===== config.mk =====
export PLATFORM = sky130hd
export DESIGN_NAME = router_pkt_gen
export DESIGN_NICKNAME = d
export VERILOG_FILES = /design/src/rtl/router_pkt_gen.sv
export SDC_FILE = /design/constraint.sdc
export NUM_CORES = 1
export LEC_CHECK = 0
export CAP_MARGIN = 10
export CORE_UTILIZATION = 50
export DETAILED_ROUTE_END_ITERATION = 10
export GPL_TIMING_DRIVEN = 0
export PLACE_DENSITY_LB_ADDON = 0.08
export SLEW_MARGIN = 20
export SYNTH_ARGS = -nofsm -noshare
export SYNTH_HDL_FRONTEND = slang
export SYNTH_SLANG_ARGS = --single-unit

===== constraint.sdc =====
create_clock -name clock -period 2.9 [get_ports clock]
set_input_delay 0.58 -clock clock [delete_from_list [all_inputs] [get_ports clock]]
set_output_delay 0.58 -clock clock [all_outputs]
set_load 0.05 [all_outputs]

===== src/rtl/router_pkt_gen.sv =====
// Router input-port packet transmitter: header, LFSR payload, parity byte, with busy back-pressure.
// Optional ROUTER_PKT_GEN_BAD_PARITY_EN adds a bad_parity input that inverts the parity byte.
module router_pkt_gen #(
    parameter int DATA_W = 8,
    parameter int LEN_W  = 6
) (
    input  logic              clock,
    input  logic              reset,
    input  logic              start,
    input  logic [1:0]        dest_addr,
    input  logic [LEN_W-1:0]  payload_len,
    input  logic [7:0]        seed,
    input  logic              busy,
`ifdef ROUTER_PKT_GEN_BAD_PARITY_EN
    input  logic              bad_parity,
`endif
    output logic              pkt_valid,
    output logic [DATA_W-1:0] data_out,
    output logic              tx_ready,
    output logic              done,
    output logic              err
);

    localparam logic [1:0] IDLE    = 2'd0;
    localparam logic [1:0] HEADER  = 2'd1;
    localparam logic [1:0] PAYLOAD = 2'd2;
    localparam logic [1:0] PARITY  = 2'd3;

    logic [1:0]        state;
    logic [LEN_W-1:0]  len_q;
    logic [LEN_W-1:0]  cnt;
    logic [DATA_W-1:0] lfsr;
    logic [DATA_W-1:0] par;
    logic [DATA_W-1:0] lfsr_next;
    logic [DATA_W-1:0] par_next;
    logic [DATA_W-1:0] hdr;
    logic [DATA_W-1:0] par_mask;
    logic              last_beat;
    logic              par_flip;

`ifdef ROUTER_PKT_GEN_BAD_PARITY_EN
    logic flip_q;

    always_ff @(posedge clock or posedge reset) begin
        if (reset)
            flip_q <= 1'b0;
        else if (state == IDLE && start && dest_addr != 2'd3)
            flip_q <= bad_parity;
    end

    assign par_flip = flip_q;
`else
    assign par_flip = 1'b0;
`endif

    assign tx_ready  = (state == IDLE);
    assign hdr       = {payload_len, dest_addr};
    assign lfsr_next = {lfsr[6:0], lfsr[7] ^ lfsr[5] ^ lfsr[4] ^ lfsr[3]};
    assign par_next  = par ^ lfsr;
    assign par_mask  = {DATA_W{par_flip}};
    // Counter runs 0..len-1, so len=63 finishes at 62 without wrapping.
    assign last_beat = (cnt == len_q - LEN_W'(1));

    always_ff @(posedge clock or posedge reset) begin
        if (reset) begin
            state     <= IDLE;
            len_q     <= '0;
            cnt       <= '0;
            lfsr      <= '0;
            par       <= '0;
            data_out  <= '0;
            pkt_valid <= 1'b0;
            done      <= 1'b0;
            err       <= 1'b0;
        end else begin
            done <= 1'b0;
            err  <= 1'b0;
            case (state)
                IDLE: begin
                    if (start) begin
                        if (dest_addr == 2'd3) begin
                            err <= 1'b1;
                        end else begin
                            len_q     <= payload_len;
                            cnt       <= '0;
                            lfsr      <= (seed == 8'h00) ? 8'h01 : seed;
                            par       <= hdr;
                            data_out  <= hdr;
                            pkt_valid <= 1'b1;
                            state     <= HEADER;
                        end
                    end
                end
                HEADER: begin
                    if (!busy) begin
                        if (len_q != '0) begin
                            data_out <= lfsr;
                            state    <= PAYLOAD;
                        end else begin
                            data_out  <= par ^ par_mask;
                            pkt_valid <= 1'b0;
                            state     <= PARITY;
                        end
                    end
                end
                PAYLOAD: begin
                    if (!busy) begin
                        par  <= par_next;
                        lfsr <= lfsr_next;
                        cnt  <= cnt + LEN_W'(1);
                        if (last_beat) begin
                            data_out  <= par_next ^ par_mask;
                            pkt_valid <= 1'b0;
                            state     <= PARITY;
                        end else begin
                            data_out <= lfsr_next;
                        end
                    end
                end
                PARITY: begin
                    if (!busy) begin
                        data_out <= '0;
                        done     <= 1'b1;
                        state    <= IDLE;
                    end
                end
                default: state <= IDLE;
            endcase
        end
    end

endmodule


==> flow_summary_export.csv, run 1 <==
group,metric,value,unit
run_status,status,"complete, no violations",
setup_path,cp.arrival,2970,ps
grt,grt_pass1_vias,2165,
detailed_routing,wl_met1,3.18,mm
grt,grt_first_pass_wirelength,10.8,mm
yosys,netlist.area_leader.share,39.6,%
yosys,avgSynthCellArea,9.06,sq um
grt,grt-ovfl-total,0,
power_and_ir_drop,pwr-share-comb,63.9,%
yosys,synth_common_cells,"dfrtp_1 (41), a21oi_1 (32), nand2_1 (23)",
floorplanning,start_util,53.4,%
detailed_routing,initialDrtViolationCount,205,
yosys,synth_largest_area_cell,"dfrtp_1",
detailed_routing,maxUsedRoutingLayer,"met4",
yosys,synth_warnings,0,
yosys,synth_compound_area_share,25.1,%
timing,fin_skew,6.21,ps
clock_tree,cts_hold_buf,0,
power_and_ir_drop,pwr-share-clk,9.2,%
grt,antenna_found_initial,0,
power_and_ir_drop,power.switching,0.00199,W
timing,max_freq,0.363,GHz
yosys,muxShareOfSynthArea,5.70,%
clock_tree,cts_resized,0,
clock_tree,worstSkewPairLatency,290,ps
power_and_ir_drop,power_density,1280,nW/um^2
placed_design,place_congestion,0.907,
clock_tree,tritoncts,"built",
detailed_routing,drt_pass1_iterations,5,
layout,post_layout_nonfiller_instances,393,
yosys,yosysMostFrequentCell,"dfrtp_1",
clock_tree,cts_made_buffers,5,
clock_tree,htreeDepth,2,
detailed_routing,ant_nets,0,
grt,grt_max_degree,32,
timing,slew_violations,0,
setup_path,crit_type,"in2reg",
yosys,synth.distinct_cells,43,
floorplanning,die_x,74.0,um
layout,multi_input_area,1390,sq um
yosys,synthTopCellsByArea,"dfrtp_1 (40%), a21oi_1 (6.2%), xor2_1 (5.1%)",
placed_design,portBuffers,31,
yosys,ys_seq_elements,41,
clock_tree,cts.path.max_buffers,2,
detailed_routing,wl_met2,2.97,mm
power_and_ir_drop,p_seq_share,26.9,%
timing,finalCriticalPeriod,2750,ps
yosys,synth_edf_count,0,
detailed_routing,dr_total_vias,2295,
yosys,synth_top_family_by_area,"compound AO/OA/AOI/OAI gates",
timing,rsz0062_at_grt,"no",
min_path,hold_path.class,"in2async",
yosys,synth_flop_cell,"dfrtp_1",
floorplanning,row_count,25,
power_and_ir_drop,ir_drop,0.753,mV
layout,fillers,429,
floorplanning,die_h,74.0,um
setup_path,critical_path_peak_fanout,10,
detailed_routing,routed_wl,6.56,mm
grt,grt_use_total,26.2,%
power_and_ir_drop,p_leak,1.29,nW
detailed_routing,avgViaCountPerCell,5.84,
yosys,ys_seq_area_share,39.6,%
power_and_ir_drop,p_sw_share,50.5,%
setup_path,critPathLaunchType,"input port",
yosys,synthCells,286,
floorplanning,core,4850,sq um
yosys,async_flop_share,100,%
placed_design,place_inst,385,
yosys,syn_nets,314,
timing,fin_crit_sh,94.9,%
timing,finalSetupViolCount,0,
timing,worst_pin_slew,1010,ps
timing,hold_viol_final,0,
clock_tree,clk_pin_slew,80,ps
detailed_routing,wire_per_inst,16.7,um
layout,final_nets,353,
floorplanning,pin_count,32,
layout,regArea,1030,sq um
yosys,synth_simple_gate_area_share,11.6,%
layout,syn_to_final_growth,19.1,%
yosys,syn_area,2590,sq um
clock_tree,clkSinkCount,41,
setup_path,end_kind,"flop",
setup_path,required,3120,ps
clock_tree,cts_root_buffer,"clkbuf_8",
power_and_ir_drop,power.internal,0.00195,W
timing,slew-limit-headroom,32.7,%
timing,fin_hold_ws,526,ps
flow_run,drv_cap,0,
layout,antenna_cells,0,
yosys,synth_fa_ha_area_share,3.86,%
detailed_routing,met3_length,351,um
layout,drive_gt1_share,6.44,%
yosys,synth_xor_area_share,7.44,%
detailed_routing,drc,0,
floorplanning,die-area,5470,sq um
placed_design,place_hpwl,4.69,mm
clock_tree,post_cts.repair.setup_buffers,0,
[cells by family (layout without fill, tap and decap cells)]
group	count (synthesis)	after routing
flip-flops	41	41
XOR/XNOR	22	22
multiplexers	14	14
adder cells (fa/ha/maj)	8	8
buffers and inverters	42	82
AND/OR/NAND/NOR	64	64
AO/OA/AOI/OAI	95	95
[power by group through the flow]
stage / Combinational (W) / Sequential, W / Clock, W
after floorplan: 0.00165 / 0.00124 / 0
after global placement: 0.00244 / 0.00105 / 0
after detailed placement: 0.00247 / 0.00107 / 0
after CTS: 0.00249 / 0.00105 / 0.000373
after global routing: 0.00275 / 0.00110 / 0.000392
final: 0.00252 / 0.00106 / 0.000364
[worst paths after layout]
| check | start | to | slack, ps | depth (start not counted) |
|---|---|---|---|---|
| max in group asynchronous | reset | len_q[4] | 1930 | 3 |
| setup reg to reg | state[0] | len_q[4] | 240 | 6 |
| setup / recovery | dest_addr[0] | data_out[4] | 150 | 9 |
| hold / removal | reset | state[1] | 530 | 2 |
| min in group clock | pkt_valid | pkt_valid | 530 | 2 |
| hold reg to reg | pkt_valid | pkt_valid | 530 | 2 |
[critical path: stages]
cell and delay [ps]:
clkdlybuf4s50_1 500, a21boi_0 350, o21a_1 180, clkbuf_1 350, nand2_1 300, clkbuf_1 320
a21oi_1 200, a21oi_1 60, a21oi_1 120
[final cells by class]
cell class	count	area share, %
multi-input combinational	203	45.1
sequential	41	33.3
timing repair buffer	32	10.7
buffer	20	2.92
tap	67	2.72
inverter	22	2.68
clock buffer	8	2.60
[cell usage in the layout, fill, tap and decap left out, types with 9 or more instances in the layout]
cell type	instances
dfrtp_1	41
a21oi_1	32
clkdlybuf4s50_1	31
nand2_1	23
inv_1	21
clkbuf_1	18
o21ai_0	17
xor2_1	15
nor2_1	13
nand3_1	9
[state kept, by name, summed over array words and instances (netlist names), 2 cells and up]
| name | count |
|---|---|
| state | 2 |
| data_out | 8 |
| cnt | 6 |
| len_q | 6 |
| par | 8 |
| lfsr | 8 |
[through the flow]
stage	total power [W]	area, sq um	worst slack (ps)	utilization [%]	TNS, ps
floorplan	0.00289	2590	427	-	0
global placement	0.00350	2990	32.6	61.6	0
detailed placement	0.00353	3010	-76.4	62.0	-281
CTS	0.00392	3090	222	63.6	0
global route	0.00424	3090	64.2	63.6	0
finish	0.00394	3090	148	63.6	0
[layer usage]
metal | track usage (%) | vias up
li1 | - | 1101
met1 | 37.4 | 1104
met2 | 41.1 | 84
met3 | 4.88 | 6
met4 | 6.41 | 0
met5 | 0 | -
No activity file was read; power rests on OpenSTA's default activity.
==> run 2, diff against run 1 <==
--- a/config.mk
+++ b/config.mk
@@ -10,6 +10,7 @@
 export DETAILED_ROUTE_END_ITERATION = 10
 export GPL_TIMING_DRIVEN = 0
 export PLACE_DENSITY_LB_ADDON = 0.08
+export REMOVE_ABC_BUFFERS = 1
 export SLEW_MARGIN = 20
 export SYNTH_ARGS = -nofsm -noshare
 export SYNTH_HDL_FRONTEND = slang
==> flow_summary_export.csv, run 2 (synthesis results as in run 1) <==
group,metric,value,unit
setup_path,rr_startpoint,"state[0]",
layout,layout_commonest_cell,"dfrtp_1",
power_and_ir_drop,p_sw_share,49.1,%
detailed_routing,avgViaCountPerCell,5.70,
timing,setup_tns,0,ps
clock_tree,post_cts.repair.setup_buffers,0,
setup_path,end_kind,"output port",
setup_path,cp.arrival,2230,ps
power_and_ir_drop,p_seq_share,29.3,%
placed_design,portBuffers,31,
floorplanning,pin_count,32,
floorplanning,die-area,5470,sq um
floorplanning,start_util,53.4,%
clock_tree,clkSinkCount,41,
setup_path,required,2320,ps
power_and_ir_drop,ir_drop,0.626,mV
layout,fillers,396,
layout,syn_to_final_growth,18.4,%
timing,slew_violations,0,
setup_path,r2r_slack,280,ps
clock_tree,worstSkewPairLatency,290,ps
timing,fin_crit_sh,96.9,%
layout,regArea,1030,sq um
min_path,min_to,"pkt_valid",
detailed_routing,ant_nets,0,
clock_tree,cts.path.max_buffers,2,
grt,grt_first_pass_wirelength,9.54,mm
clock_tree,tritoncts,"built",
placed_design,place_area,2950,sq um
layout,reg_top3,"data_out (8), lfsr (8), par (8)",
power_and_ir_drop,power.internal,0.00199,W
min_path,hold_path.class,"reg2reg",
layout,multi_input_area,1410,sq um
timing,max_freq,0.356,GHz
placed_design,preCtsSetupSlack,-673,ps
clock_tree,htreeDepth,2,
power_and_ir_drop,pwr-share-comb,60.0,%
timing,fin_skew,5.66,ps
timing,slew-limit-headroom,26.6,%
placed_design,place_hpwl,4.07,mm
grt,grt_pass1_vias,1874,
timing,worst_pin_slew,1100,ps
flow_run,drv_cap,0,
detailed_routing,wire_per_inst,15.7,um
setup_path,r2r-end,"cnt[5]",
power_and_ir_drop,pwr-share-clk,10.7,%
detailed_routing,routed_wl,5.88,mm
clock_tree,cts_made_buffers,5,
detailed_routing,drt_pass1_iterations,4,
setup_path,worst-r2r-cell-count,8,
floorplanning,die_h,74.0,um
layout,final_nets,334,
grt,antenna_found_initial,0,
power_and_ir_drop,power_density,1270,nW/um^2
run_status,status,"complete, no violations",
clock_tree,cts_root_buffer,"clkbuf_8",
clock_tree,cts_resized,4,
floorplanning,core,4850,sq um
detailed_routing,drc,0,
power_and_ir_drop,power.switching,0.00191,W
grt,grt_use_total,23.6,%
setup_path,crit_type,"reg2out",
floorplanning,row_count,25,
grt,grt_max_degree,32,
layout,antenna_cells,0,
timing,finalCriticalPeriod,2810,ps
timing,rsz0062_at_grt,"no",
detailed_routing,dr_total_vias,2131,
placed_design,place_congestion,0.826,
detailed_routing,initialDrtViolationCount,143,
layout,layout_common_cells,"dfrtp_1 (41), a21oi_1 (32), clkdlybuf4s50_1 (31)",
power_and_ir_drop,p_leak,1.29,nW
min_path,hp-start,"pkt_valid",
clock_tree,cts_hold_buf,0,
setup_path,critical_path_peak_fanout,15,
layout,drive_gt1_share,9.12,%
timing,fin_ws,90.4,ps
clock_tree,clk_pin_slew,80,ps
setup_path,critPathLaunchType,"flop",
grt,grt-ovfl-total,0,
min_path,hold-path-cell-count,2,
floorplanning,die_x,74.0,um
layout,fin_area,3070,sq um
timing,hold_viol_final,0,
timing,finalSetupViolCount,0,
==> run 2: worst max path at each step <==
| stage | start | slack [ps] | end |
|---|---|---|---|
| finish | state[0] | 90 | tx_ready |
| global route | state[0] | 4 | tx_ready |
| CTS | state[0] | 100 | tx_ready |
| detailed placement | dest_addr[0] | -670 | cnt[5] |
| global placement | state[0] | -1150 | cnt[5] |
| floorplan | state[0] | -390 | cnt[5] |
==> run 2: routing by layer <==
layer / GRT usage (%) / wire [um] / vias up
met3: 4.74 / 339 / 4
met1: 34.0 / 2790 / 1004
met2: 36.5 / 2720 / 53
li1: - / - / 1070
met5: 0 / 0 / -
met4: 5.56 / 35 / 0
==> run 2: area by class of cell <==
| class | count | share of cell area [%] |
|---|---|---|
| Tap cell | 67 | 2.73 |
| Sequential cell | 41 | 33.4 |
| Timing Repair Buffer | 33 | 11.9 |
| Clock buffer | 7 | 3.14 |
| Inverter | 22 | 2.69 |
| Multi-Input combinational cell | 203 | 45.9 |
| Clock inverter | 1 | 0.163 |
==> run 2: critical path: stages, from the launching register on <==
cell	delay, ps
dfrtp_1	430
inv_1	190
ha_2	440
clkdlybuf4s50_1	870
==> run 2: power by group through the flow <==
stage	sequential, W	combinational [W]	clock, W
4_1_cts	0.00114	0.00234	0.000425
3_5_place_dp	0.00115	0.00230	0
6_report	0.00114	0.00234	0.000417
2_1_floorplan	0.00130	0.00151	0
5_1_grt	0.00118	0.00259	0.000452
3_3_place_gp	0.00114	0.00224	0
==> run 2: per-stage QoR <==
stage / hold WS (ps) / power [W] / instances / utilization [%]
after floorplan: 522 / 0.00281 / 266 / -
after global placement: 512 / 0.00338 / 364 / 59.7
after detailed placement: 522 / 0.00346 / 366 / 60.9
after CTS: 535 / 0.00390 / 374 / 63.3
after global routing: 557 / 0.00422 / 374 / 63.3
final: 530 / 0.00390 / 374 / 63.3
